$ cat config.mk
export PLATFORM = sky130hd
export DESIGN_NAME = blink_monitor
export DESIGN_NICKNAME = d
export VERILOG_FILES = /design/src/rtl/blink_pkg.sv /design/src/rtl/blink_monitor_sync_edge_detect.sv /design/src/rtl/blink_monitor.sv
export SDC_FILE = /design/constraint.sdc
export NUM_CORES = 1
export LEC_CHECK = 0
export CORE_ASPECT_RATIO = 0.5
export CORE_MARGIN = 2
export CORE_UTILIZATION = 25
export DETAILED_ROUTE_END_ITERATION = 10
export GPL_ROUTABILITY_DRIVEN = 0
export GPL_TIMING_DRIVEN = 0
export REMOVE_ABC_BUFFERS = 1
export SYNTH_ARGS = -nofsm -noshare
export SYNTH_HDL_FRONTEND = slang
export SYNTH_HIERARCHICAL = 1
export SYNTH_SLANG_ARGS = --single-unit
$ cat constraint.sdc
create_clock -name CLOCK_50 -period 4.5 [get_ports CLOCK_50]
set_input_delay 0.9 -clock CLOCK_50 [delete_from_list [all_inputs] [get_ports CLOCK_50]]
set_output_delay 0.9 -clock CLOCK_50 [all_outputs]
set_load 0.02 [all_outputs]
$ cat src/rtl/blink_pkg.sv
// Shared types and default constants for the heartbeat/blink monitor.
package blink_pkg;
  typedef enum logic [1:0] {IDLE, MEASURE, LOCKED, STUCK} state_t;

  localparam int HALF_PERIOD_50M = 50_000_000;
  localparam int TOL_DEF         = 500_000;
  localparam int TIMEOUT_DEF     = 100_000_000;
  localparam int LOCK_COUNT_DEF  = 4;
endpackage

$ cat src/rtl/blink_monitor_sync_edge_detect.sv
// Two-flop synchronizer plus history flop; flags either polarity of transition.
// Suitable for any slow asynchronous input such as a pushbutton.
module sync_edge_detect (
  input  logic CLOCK_50,
  input  logic reset,
  input  logic din,
  output logic level,
  output logic edge_det
);
  logic s1_q, s2_q, s3_q;
  logic s1_d, s2_d, s3_d;

  always_comb begin
    s1_d = din;
    s2_d = s1_q;
    s3_d = s2_q;
  end

  always_ff @(posedge CLOCK_50) begin
    if (reset) begin
      s1_q <= 1'b0;
      s2_q <= 1'b0;
      s3_q <= 1'b0;
    end else begin
      s1_q <= s1_d;
      s2_q <= s2_d;
      s3_q <= s3_d;
    end
  end

  assign level    = s2_q;
  assign edge_det = s2_q ^ s3_q;
endmodule

$ cat src/rtl/blink_monitor.sv
// Measures edge-to-edge intervals of an async square wave and reports
// lock, stuck-line and edge-count status.
module blink_monitor
  import blink_pkg::*;
#(
  parameter int HALF_PERIOD = HALF_PERIOD_50M,
  parameter int TOL         = TOL_DEF,
  parameter int TIMEOUT     = TIMEOUT_DEF,
  parameter int LOCK_COUNT  = LOCK_COUNT_DEF,
  parameter int CNT_W       = 27
) (
  input  logic             CLOCK_50,
  input  logic             reset,
  input  logic             blink_in,
  output logic [CNT_W-1:0] period,
  output logic             period_valid,
  output logic [15:0]      edge_count,
  output logic             locked,
  output logic             stuck
);
  localparam int GW = $clog2(LOCK_COUNT + 1);
  localparam logic [GW-1:0]           LC_G    = GW'(LOCK_COUNT);
  localparam logic [CNT_W-1:0]        TO_LAST = CNT_W'(TIMEOUT - 1);
  localparam logic signed [CNT_W:0]   HP_S    = (CNT_W+1)'(HALF_PERIOD);
  localparam logic signed [CNT_W:0]   TOL_S   = (CNT_W+1)'(TOL);

  logic level_unused, edge_det;

  sync_edge_detect u_sync (
    .CLOCK_50 (CLOCK_50),
    .reset    (reset),
    .din      (blink_in),
    .level    (level_unused),
    .edge_det (edge_det)
  );

  state_t           state_q, state_d;
  logic [CNT_W-1:0] cnt_q, cnt_d;
  logic [GW-1:0]    good_q, good_d, good_inc;
  logic [CNT_W-1:0] period_q, period_d;
  logic             period_valid_q, period_valid_d;
  logic [15:0]      edge_count_q, edge_count_d;
  logic             locked_q, locked_d;
  logic             stuck_q, stuck_d;

  logic [CNT_W-1:0]   interval;
  logic signed [CNT_W:0] diff;
  logic               in_tol;

  // cnt never exceeds TIMEOUT-1, so one extra sign bit cannot overflow
  assign interval = cnt_q + 1'b1;
  assign diff     = $signed({1'b0, interval}) - HP_S;
  assign in_tol   = (diff <= TOL_S) && (diff >= -TOL_S);
  assign good_inc = (good_q == LC_G) ? good_q : good_q + 1'b1;

  always_comb begin
    state_d        = state_q;
    cnt_d          = cnt_q;
    good_d         = good_q;
    period_d       = period_q;
    period_valid_d = 1'b0;
    edge_count_d   = edge_count_q;
    if (edge_det && edge_count_q != 16'hFFFF) edge_count_d = edge_count_q + 16'd1;

    case (state_q)
      IDLE: begin
        cnt_d = '0;
        if (edge_det) state_d = MEASURE;
      end
      MEASURE, LOCKED: begin
        if (edge_det) begin
          cnt_d          = '0;
          period_d       = interval;
          period_valid_d = 1'b1;
          if (in_tol) begin
            good_d = good_inc;
            if (good_inc == LC_G) state_d = LOCKED;
          end else begin
            good_d  = '0;
            state_d = MEASURE;
          end
        end else if (cnt_q == TO_LAST) begin
          state_d = STUCK;
          good_d  = '0;
        end else begin
          cnt_d = cnt_q + 1'b1;
        end
      end
      STUCK: begin
        // first edge after a stall only restarts timing; its interval is meaningless
        if (edge_det) begin
          state_d = MEASURE;
          cnt_d   = '0;
        end
      end
      default: state_d = IDLE;
    endcase

    locked_d = (state_d == LOCKED);
    stuck_d  = (state_d == STUCK);
  end

  always_ff @(posedge CLOCK_50) begin
    if (reset) begin
      state_q        <= IDLE;
      cnt_q          <= '0;
      good_q         <= '0;
      period_q       <= '0;
      period_valid_q <= 1'b0;
      edge_count_q   <= '0;
      locked_q       <= 1'b0;
      stuck_q        <= 1'b0;
    end else begin
      state_q        <= state_d;
      cnt_q          <= cnt_d;
      good_q         <= good_d;
      period_q       <= period_d;
      period_valid_q <= period_valid_d;
      edge_count_q   <= edge_count_d;
      locked_q       <= locked_d;
      stuck_q        <= stuck_d;
    end
  end

  assign period       = period_q;
  assign period_valid = period_valid_q;
  assign edge_count   = edge_count_q;
  assign locked       = locked_q;
  assign stuck        = stuck_q;
endmodule

; After elaboration in Yosys (flattened, before gate mapping)
; Cells that the tools add are included.
[word_totals]
input_bits = 3
wordCells = 55
regBits = 81
out_inout_bits = 46
[op_classes]
n_mux = 15
order_cmp = 2
n_addsub = 4
reduce_logical = 10
n_eq_ne = 11
bitwise = 2
[ops]
columns = operator, count
row1 = 2-to-1 mux 27 bit, 3
row2 = case mux 27 bit (3 select lines), 1
row3 = ">= comparator 28 x 20 -> 1 bit, second input constant", 1
row4 = "<= comparator 28 x 20 -> 1 bit, second input constant", 1
row5 = "subtractor 27 x 26 -> 28 bit, second input constant", 1
row6 = "adder 27 x 1 -> 27 bit, second input constant", 1
row7 = "== test 27 bit, second input constant", 1
row8 = "adder 16 x 1 -> 16 bit, second input constant", 1
row9 = "!= test 16 bit, second input constant", 1
row10 = 2-to-1 mux 3 bit, 4
row11 = 2-to-1 mux 2 bit, 5
row12 = "== test 2 bit, second input constant", 4
row13 = "== test 3 bit, second input constant", 2
row14 = AND reduction 2 bit, 3
row15 = OR reduction 2 bit, 3
row16 = case mux 2 bit (2 select lines), 1
row17 = "adder 3 x 1 -> 3 bit, second input constant", 1
row18 = "!= test 3 bit, second input constant", 1
row19 = "== test 2 x 1 -> 1 bit, second input constant", 1
row20 = logical AND 1 bit, 2
row21 = zero test 2 bit, 1
row22 = "!= test 2 bit, second input constant", 1
row23 = nonzero test 2 bit, 1
row24 = 2-to-1 mux 1 bit, 1
row25 = 2 further kinds, 2

; Longest topological paths before layout
; Gate-level depths: netlist of the first run.
[depth]
ltp_word = 8
depth_mapped = 17
mapped_depth_nobuf = 16

; Modules after synthesis
; The synthesis of the first run kept the hierarchy.
[modules_own_cells]
columns = mod, cells_per_inst, seq_area_each_um2, area_per_inst_um2, instances
row1 = blink_monitor, 633, 1561.5, 4948.5, 1
row2 = sync_edge_detect, 7, 60.1, 87.6, 1

; Worst setup path after synthesis of the first run
; Ideal clock, no wire load.
[synth_timing]
kind = register to register
start = register cnt_q[0]
end = register locked_q, in the netlist locked
t_required_ns = 4.440
period_less_slack_ns = 4.146
setup_time_ns = 0.060
arrival_ns = 4.086
path_slack_ns = 0.354
n_path_buf = 1
path_stages_with_launch = 17
path_cell_list = dfxtp_1 ha_1 buf_4 nand4_4 nor2_1 xnor2_1 ha_1 o41ai_2 a21oi_2 o21ai_1 nor4_2 a311oi_1 or4_1 a311o_1 o31ai_4 a31o_1 and3_1
[synth_between]
elab_chain_cells = 8
word_cells_on_any_way = 11
cone_classes = add/sub: 2 / order compare: 2 / eq/ne: 2 / mux: 4 / reduce/logical: 1
[synth_lines]
columns = element, line
row1 = "start, declared", blink_monitor.sv:38  ; logic [CNT_W-1:0] cnt_q, cnt_d;
row2 = "start signal, assigned", blink_monitor.sv:115  ; cnt_q <= cnt_d;
row3 = adder 27 x 1 -> 27 bit, blink_monitor.sv:51  ; assign interval = cnt_q + 1'b1;
row4 = subtractor 27 x 26 -> 28 bit, blink_monitor.sv:52  ; assign diff = $signed({1'b0, interval}) - HP_S;
row5 = <= comparator 28 x 20 -> 1 bit or >= comparator 28 x 20 -> 1 bit (tied branches), blink_monitor.sv:53  ; assign in_tol = (diff <= TOL_S) && (diff >= -TOL_S);
row6 = logical AND 1 bit, blink_monitor.sv:53
row7 = 2-to-1 mux 2 bit, blink_monitor.sv:75  ; if (in_tol) begin
row8 = 2-to-1 mux 2 bit *, blink_monitor.sv:71  ; if (edge_det) begin
row9 = case mux 2 bit (2 select lines) *, blink_monitor.sv:65  ; case (state_q)
row10 = == test 2 bit *, blink_monitor.sv:99  ; locked_d = (state_d == LOCKED);
row11 = "end signal, assigned", blink_monitor.sv:120  ; locked_q <= locked_d;
row12 = "end, declared", blink_monitor.sv:43  ; logic locked_q, locked_d;
; Mark *: on every way between the ends. The rest lies on a longest branch, timed or not.
; A chain may end at the register's enable or synchronous reset.

; Worst setup path after layout of the first run
[layout_timing]
start = register cnt_q[6]
end = register locked_q, in the netlist locked
; The elaborated chain is that of the path after synthesis.

==> results.env, run 1 <==
STATUS='finished, final reports clean'
TIMING_HOLD_VIOLATIONS_FINAL=0
TIMING.CLOCK.SKEW_PS=13.3
SYNTHDISTINCTLIBCELLS=76
SYNTH_TOP_FLOP_CELL='dfxtp_1'
DIE_WIDTH_UM=205
SYN_TO_FINAL_GROWTH_PCT=22.6
SHARE_SEQ_OF_TOTAL_POWER_PCT=46.2
DRT-TOTAL-WL_MM=13.8
POST_ROUTE_STANDARD_CELL_AREA_EXCLUDING_FILLERS_UM2=6170
CTS_TREE='built'
FINAL_REPORT_MAX_SLEW_VIOLATION_COUNT=0
DRIVE_GT1_SHARE_PCT=10.4
POST-ROUTE-PERIOD-UTIL_PCT=95.2
START_UTIL_PCT=25.7
YOSYSTOPAREACELLSHARE_PCT=32.2
DPL.HPWL_MM=9.83
ANTENNA-DIODE-COUNT=0
NETLIST_AREA_BEFORE_PLACEMENT_UM2=5040
CRITICAL-PATH-SLOWEST-CELL='or4_1'
BOUNDARY_PINS=49
CTS.ROOT.BUFFER_CELL='clkbuf_16'
DP_WORST_SETUP_SLACK_PS=-828
DPL.CELL_COUNT=911
LAYOUT_MIN_CYCLE_TIME_PS=4290
SYNTH_SIMPLE_GATE_AREA_SHARE_PCT=29.8
FINAL_NETS=676
PLACEABLECOREAREA_UM2=19600
POST_DP_CELL_AREA_UM2=5700
TIMING.SETUP.CRITICAL_PATH_CLASS='reg -> reg'
FMAX_MHz=233
CRITICAL_PATH.STARTPOINT='cnt_q[6]$_SDFFE_PP0P_'
VIA_COUNT_OF_THE_FIRST_GLOBAL_ROUTING_PASS=4332
WORST_HOLD_LAUNCH='u_sync/s1_q$_SDFF_PP0_'
AVGSYNTHCELLAREA_UM2=7.87
INSERTION_DELAY_PS=350
R2R_START='cnt_q[6]$_SDFFE_PP0P_'
PATH_MAX_FANOUT=6
DRT_DRC_VIOLATIONS_LEFT=0
CPLARGESTDELAYFAMILY='simple AND/OR/NAND/NOR gates'
FIN_UTIL_PCT=31.5
NET_SWITCHING_SHARE_OF_THE_TOTAL_POWER_PCT=24.4
TIMING.HOLD.WORST.CLASS='reg -> reg'
CRITICAL_PATH.MAX_STAGE_DELAY_PS=620
PATH_CLK_SLEW_PS=70
STATIC-LEAKAGE-POWER_nW=2.03
NUM_ROWS=36
SETUP_VIOL=0
CTS_SINKS=81
TIMING.CRITICAL_PATH.CELLS='nand4_4 > nor2_4 > xor2_2 > inv_1 > ha_2 > o41ai_2 > a21oi_2 > buf_4 > a21boi_1 > nor4_1 > a311oi_1 > or4_1 > a311o_1 > o31ai_4 > a31o_1 > and3_1'
PORT_BUFFERS=48
CRITICAL_PATH.N_BUFFERS_INVERTERS=2
STDCELL_COUNT=936
RELSLEWSLACK_PCT=41.0
LAYOUT_COMMONEST_CELL='nor2_1'
DIE_H_UM=104
VDD_IR_DROP_MAX_mV=0.150
YS.WARNINGS.COUNT=6
NETSWITCHINGPOWER_uW=387
CTS_HTREE_LEVELS=3
GRT_ANTENNA_BEFORE_REPAIR=0
NUMCTSBUFFERS=9
GR-TOTAL-OVERFLOW=0
CP.ARRIVAL_PS=4570
SYNTH_COMPOUND_GATE_AREA_SHARE_PCT=20.7
CELLPOWERDENSITY_nW_PER_UM2=257
MAXIMUM_NUMBER_OF_PINS_ON_ONE_NET_BEFORE_GLOBAL_ROUTE_REPAIR=82
ROUTED-VIA-COUNT=4765
POSTSYNTH.ASYNCRESETSHARE_PCT=0
POST_SYNTHESIS_REGISTER_BIT_COUNT=81
SETUP_WS_PS=214
SYNTH_ADDER_AREA_SHARE_PCT=1.99
CLKPWRFRAC_PCT=48.7
DRT_FIRST_ITER_VIOLATIONS=341
GRT_FIRST_PASS_WIRELENGTH_MM=22.3
DRT_PRE_ANTENNA_ITERS=5
ROUTED_VIA_DENSITY=5.09
CELL_INTERNAL_PWR_mW=1.20
DETAIL_ROUTE.WL_PER_CELL_UM=14.8
LAYOUT_COMMON_CELLS='nor2_1, dfxtp_1, clkdlybuf4s50_1'
GLOBALROUTETOTALUTIL_PCT=12.9
YOSYS-MUX-AREA-FRACTION_PCT=1.24
SYN_INST=640
NUMBER_OF_ENABLE_TYPE_REGISTER_CELLS_IN_THE_SYNTHESIZED_NETLIST=0
CTS.PATH.MAX_BUFFERS=2
COMBINATIONALPOWERSHARE_PCT=5.1
WORSTMARGINPINSLEW_PS=883
MAX-CAP-VIOLATIONS=0
START_KIND='register'
PARITY_GATE_SHARE_OF_THE_SYNTHESIZED_AREA_COUNTING_XOR_AND_XNOR_CELLS_PCT=9.22
YS_TOP_CELLS_BY_AREA='dfxtp_1, nor2_1, xnor2_1, xor2_1, a211oi_1'
FINAL_ANTENNA_NET_COUNT=0
FP.DIEAREA_UM2=21400
CRITICAL_PATH_REQUIRED_PS=4780
CRITICAL_PATH.ENDPOINT_TYPE='register'
LARGEST_FAMILY_OF_LOGIC_CELLS_BY_SYNTHESIZED_AREA='simple AND/OR/NAND/NOR gates'
SYNTH_SEQ_AREA_SHARE_PCT=32.2
SYNTH.LARGEST_AREA_CELL='dfxtp_1'
## path summary, 6_finish.rpt
check | endpoint | slack (ps) | depth (start not counted)
max | locked$_SDFF_PP0_ | 210 | 16
min | u_sync/level$_SDFF_PP0_ | 440 | 1
max reg2reg | locked$_SDFF_PP0_ | 210 | 16
min reg2reg | u_sync/level$_SDFF_PP0_ | 440 | 1
## per-stage QoR
step / total power, mW / hold slack [ps] / TNS (ps)
finish: 1.58 / 439 / 0
global route: 1.66 / 462 / -21.2
CTS: 1.61 / 449 / 0
detailed placement: 0.831 / 434 / -5170
global placement: 0.826 / 433 / -5110
floorplan: 0.788 / 414 / 0
## timing repair
action | in CTS | in global routing
gates resized for setup | 10 | 13
hold buffers | 0 | 0
endpoints found under the setup margin | 7 | 7
pin swaps | 0 | 4
buffers inserted | 2 | 7
## layer usage
metal	vias up	GRT usage, %	wire, um
met5	-	0	0
met4	0	4.40	218
met3	20	3.32	755
met2	137	19.6	6110
met1	2229	17.4	6740
li1	2379	-	-
## registers in the layout, indices dropped and copies added (netlist names)
signal        count
cnt_q            27
edge_count       16
good_q            3
locked            1
period           27
period_valid      1
state_q           2
stuck             1
u_sync/level      1
u_sync/s1_q       1
u_sync/s3_q       1
## cell families (layout without fill, tap and decap cells)
logic type                 Yosys count  after routing
buffers and inverters               58             88
and+or+nand+nor                    283            283
xor gates and xnor gates            53             53
adders and majority gates            8              8
AOI/OAI and AO/OA                  151            151
DFF                                 81             81
muxes                                6              6
## final cells by class
| cell class | instances | area, um2 |
|---|---|---|
| timing repair buffer | 60 | 596 |
| tap | 266 | 333 |
| fill | 2047 | 13400 |
| clock buffer | 9 | 225 |
| multi-input combinational | 501 | 3260 |
| sequential | 81 | 1630 |
| clock inverter | 7 | 83.8 |
| inverter | 12 | 45.0 |
## worst register-to-register path: stages, from the launching register on
cell and delay, ps:
dfxtp_1 490, nand4_4 220, nor2_4 190, xor2_2 220, inv_1 120, ha_2 210
o41ai_2 60, a21oi_2 100, buf_4 180, a21boi_1 180, nor4_1 300, a311oi_1 100
or4_1 620, a311o_1 470, o31ai_4 350, a31o_1 230, and3_1 180
## cell usage after synthesis (all sizes together), types with 3 or more instances
master,count
nand2,35
clkbuf,28
and3,13
mux2i,4
nor2,104
and4,6
a31oi,3
o31ai,3
nor3b,4
o41ai,6
nand3b,9
dfxtp,81
ha,8
a21o,3
nor4b,3
or3,9
o21ai,30
nor2b,4
a211oi,28
a21boi,4
nand3,24
xor2,25
buf,18
nor4,13
or4,3
o32ai,3
a22oi,7
inv,12
a21oi,41
nand4,18
nor3,20
xnor2,28
nand2b,3
and2,10
## power by group through the flow
stage | Clock (mW) | Combinational (mW) | Sequential, mW
3_3_place_gp | 0 | 0.0774 | 0.749
5_1_grt | 0.834 | 0.0886 | 0.734
4_1_cts | 0.799 | 0.0813 | 0.733
2_1_floorplan | 0 | 0.0299 | 0.758
3_5_place_dp | 0 | 0.0812 | 0.749
6_report | 0.772 | 0.0803 | 0.733
Note: power is estimated with default switching activity, not from simulation.
==> inputs of run 2 (changes only) <==
--- a/config.mk
+++ b/config.mk
@@ -11,6 +11,7 @@
 export DETAILED_ROUTE_END_ITERATION = 10
 export GPL_ROUTABILITY_DRIVEN = 0
 export GPL_TIMING_DRIVEN = 0
+export MAX_ROUTING_LAYER = met4
 export REMOVE_ABC_BUFFERS = 1
 export SYNTH_ARGS = -nofsm -noshare
 export SYNTH_HDL_FRONTEND = slang
==> results.env, run 2 (synthesis results as in run 1) <==
CTS_SINKS=81  # unchanged
COMBINATIONALPOWERSHARE_PCT=5.0  # about the same
START_KIND='register'
MULTI_INPUT_COMB_AREA_UM2=3260  # unchanged
FINAL_NETS=676  # unchanged
WORSTMARGINPINSLEW_PS=869  # -13.4 ps
DRT_PRE_ANTENNA_ITERS=5  # unchanged
TIMING.REG2REG.SETUP_SLACK_PS=210  # about the same
CRITICAL_PATH.STARTPOINT='cnt_q[6]$_SDFFE_PP0P_'
MAX-CAP-VIOLATIONS=0  # unchanged
DIE_WIDTH_UM=205  # unchanged
LAYOUT_MIN_CYCLE_TIME_PS=4290  # +1.44 ps
MAXIMUM_NUMBER_OF_PINS_ON_ONE_NET_BEFORE_GLOBAL_ROUTE_REPAIR=82  # unchanged
R2R_START='cnt_q[6]$_SDFFE_PP0P_'
POST_DP_CELL_AREA_UM2=5700  # unchanged
FINAL.FILL_COUNT=2047  # unchanged
CP.ARRIVAL_PS=4570  # about the same
DRT_DRC_VIOLATIONS_LEFT=0  # unchanged
CRITICAL_PATH_REQUIRED_PS=4780  # about the same
ANTENNA-DIODE-COUNT=0  # unchanged
FINAL_REPORT_MAX_SLEW_VIOLATION_COUNT=0  # unchanged
PATH_CLK_SLEW_PS=70  # about the same
GR-TOTAL-OVERFLOW=0  # unchanged
TIMING.HOLD.WORST.CLASS='reg -> reg'
WORSTSETUPPATHDEPTH=16  # unchanged
INSERTION_DELAY_PS=350  # about the same
STATUS='finished, final reports clean'
STATIC-LEAKAGE-POWER_nW=2.03  # unchanged
CRITICAL_PATH.N_BUFFERS_INVERTERS=2  # unchanged
GRT_FIRST_PASS_WIRELENGTH_MM=22.3  # about the same
ROUTED-VIA-COUNT=4785  # +0.42%
NUM_ROWS=36  # unchanged
GRT.MET2_USAGE_PCT=19.8  # +0.17 points
HOLD_BUFFERS=0  # unchanged
GRT_ANTENNA_BEFORE_REPAIR=0  # unchanged
CELL_INTERNAL_PWR_mW=1.20  # about the same
SHARE_SEQ_OF_TOTAL_POWER_PCT=46.1  # about the same
CPLARGESTDELAYFAMILY='simple AND/OR/NAND/NOR gates'
TIMING.CRITICAL_PATH.CELLS='nand4_4 > nor2_4 > xor2_2 > inv_1 > ha_2 > o41ai_2 > a21oi_2 > buf_4 > a21boi_1 > nor4_1 > a311oi_1 > or4_1 > a311o_1 > o31ai_4 > a31o_1 > and3_1'
NUMCTSBUFFERS=9  # unchanged
TIMING.CLOCK.SKEW_PS=14.2  # +0.920 ps
FINAL_ANTENNA_NET_COUNT=0  # unchanged
FMAX_MHz=233  # about the same
POST-ROUTE-PERIOD-UTIL_PCT=95.3  # about the same
WORST_R2R_ENDPOINT='locked$_SDFF_PP0_'
PORT_BUFFERS=48  # unchanged
DP_WORST_SETUP_SLACK_PS=-828  # unchanged
SETUP_WS_PS=213  # -1.44 ps
CTS.PATH.MAX_BUFFERS=2  # unchanged
DETAIL_ROUTE.WL_PER_CELL_UM=14.7  # -0.32%
CTS_HTREE_LEVELS=3  # unchanged
DPL.HPWL_MM=9.83  # unchanged
SYN_TO_FINAL_GROWTH_PCT=22.6  # unchanged
PLACEABLECOREAREA_UM2=19600  # unchanged
DRT-TOTAL-WL_MM=13.8  # -0.32%
DRIVE_GT1_SHARE_PCT=10.4  # unchanged
NET_SWITCHING_SHARE_OF_THE_TOTAL_POWER_PCT=24.6  # +0.18 points
PATH_MAX_FANOUT=6  # unchanged
GR-USAGE-MET1_PCT=17.4  # -0.057 points
FP.DIEAREA_UM2=21400  # unchanged
CELLPOWERDENSITY_nW_PER_UM2=257  # +0.25%
DRT_FIRST_ITER_VIOLATIONS=346  # +1.5%
R2R.WORST_PATH.CELLS=16  # unchanged
LAYOUT.AREA.SEQ_UM2=1630  # unchanged
SETUP_VIOL=0  # unchanged
CLKPWRFRAC_PCT=48.8  # about the same
CRIT_END='locked$_SDFF_PP0_'
LAYOUT_COMMON_CELLS='nor2_1, dfxtp_1, clkdlybuf4s50_1'
POST-LAYOUT-TOTAL-POWER_mW=1.59  # +0.25%
VDD_IR_DROP_MAX_mV=0.151  # +0.64%
CRITICAL_PATH.MAX_STAGE_DELAY_PS=610  # about the same
DIE_H_UM=104  # unchanged
TIMING_HOLD_VIOLATIONS_FINAL=0  # unchanged
GRT_BUSIEST_LAYER='met2'
GROUTE.LAYER.MET3.USAGE_PCT=3.26  # -0.063 points
CTS_TREE='built'
POST_ROUTE_STANDARD_CELL_AREA_EXCLUDING_FILLERS_UM2=6170  # unchanged
BOUNDARY_PINS=49  # unchanged
ROUTED_VIA_DENSITY=5.11  # +0.42%
RELSLEWSLACK_PCT=41.9  # +0.90 points
LAYOUT_COMMONEST_CELL='nor2_1'
CRITICAL-PATH-SLOWEST-CELL='or4_1'
START_UTIL_PCT=25.7  # unchanged
CRITICAL_PATH.ENDPOINT_TYPE='register'
CTS.ROOT.BUFFER_CELL='clkbuf_16'
NETSWITCHINGPOWER_uW=391  # +0.98%
VIA_COUNT_OF_THE_FIRST_GLOBAL_ROUTING_PASS=4330  # -0.046%
TIMING.SETUP.CRITICAL_PATH_CLASS='reg -> reg'
GLOBALROUTETOTALUTIL_PCT=13.2  # +0.37 points
## run 2: through the flow
stage | instances | utilization (%) | hold WS [ps] | setup TNS, ps
2_1_floorplan | 594 | - | 414 | 0
3_3_place_gp | 908 | 28.8 | 433 | -5110
3_5_place_dp | 911 | 29.1 | 434 | -5170
4_1_cts | 929 | 30.9 | 449 | 0
5_1_grt | 936 | 31.5 | 462 | -20.9
6_report | 936 | 31.5 | 438 | 0
## run 2: what timing repair did
action | in CTS | in global routing
setup buffers | 2 | 7
pin swaps | 0 | 4
setup endpoints to repair | 7 | 7
gates resized for setup | 10 | 13
## run 2: area by class of cell
| class | count | share of cell area, % |
|---|---|---|
| multi-input combinational | 501 | 52.8 |
| sequential | 81 | 26.4 |
| timing repair buffer | 60 | 9.65 |
| tap | 266 | 5.39 |
| clock buffer | 9 | 3.65 |
| clock inverter | 7 | 1.36 |
| inverter | 12 | 0.730 |
## run 2: power by group through the flow
stage | sequential [mW] | clock [mW] | combinational, mW
after detailed placement | 0.749 | 0 | 0.0812
final | 0.733 | 0.776 | 0.0801
after global placement | 0.749 | 0 | 0.0774
after CTS | 0.733 | 0.799 | 0.0813
after global routing | 0.734 | 0.832 | 0.0885
after floorplan | 0.758 | 0 | 0.0299
## run 2: worst min-delay path by stage
stage                           start                       to  cells after the start
4_1_cts        u_sync/s1_q$_SDFF_PP0_  u_sync/level$_SDFF_PP0_                      1
5_1_grt        u_sync/s1_q$_SDFF_PP0_  u_sync/level$_SDFF_PP0_                      1
6_report       u_sync/s1_q$_SDFF_PP0_  u_sync/level$_SDFF_PP0_                      1
3_3_place_gp   u_sync/s1_q$_SDFF_PP0_  u_sync/level$_SDFF_PP0_                      1
2_1_floorplan  u_sync/s1_q$_SDFF_PP0_  u_sync/level$_SDFF_PP0_                      1
3_5_place_dp   u_sync/s1_q$_SDFF_PP0_  u_sync/level$_SDFF_PP0_                      1
## run 2: metal layers
metal	share of wire, %	vias to the layer above
met4	1.9	0
met3	6.1	22
met5	0	-
met1	48	2228
met2	44	157
li1	-	2378
## run 2: worst register-to-register path, delay by kind of cell (launching register included)
family	cells	cell delay, ps
AO/OA/AOI/OAI	7	1490
XOR/XNOR	1	220
adder cells (fa/ha/maj)	1	210
buffers and inverters	2	290
flip-flops	1	500
AND/OR/NAND/NOR	5	1510
==> inputs of run 3 (changes only) <==
--- a/config.mk
+++ b/config.mk
@@ -17,3 +17,4 @@
 export SYNTH_HDL_FRONTEND = slang
 export SYNTH_HIERARCHICAL = 1
 export SYNTH_SLANG_ARGS = --single-unit
+export TNS_END_PERCENT = 10
==> results of run 3 <==
No change in the layout: final DEF, timing and power equal those of run 2.
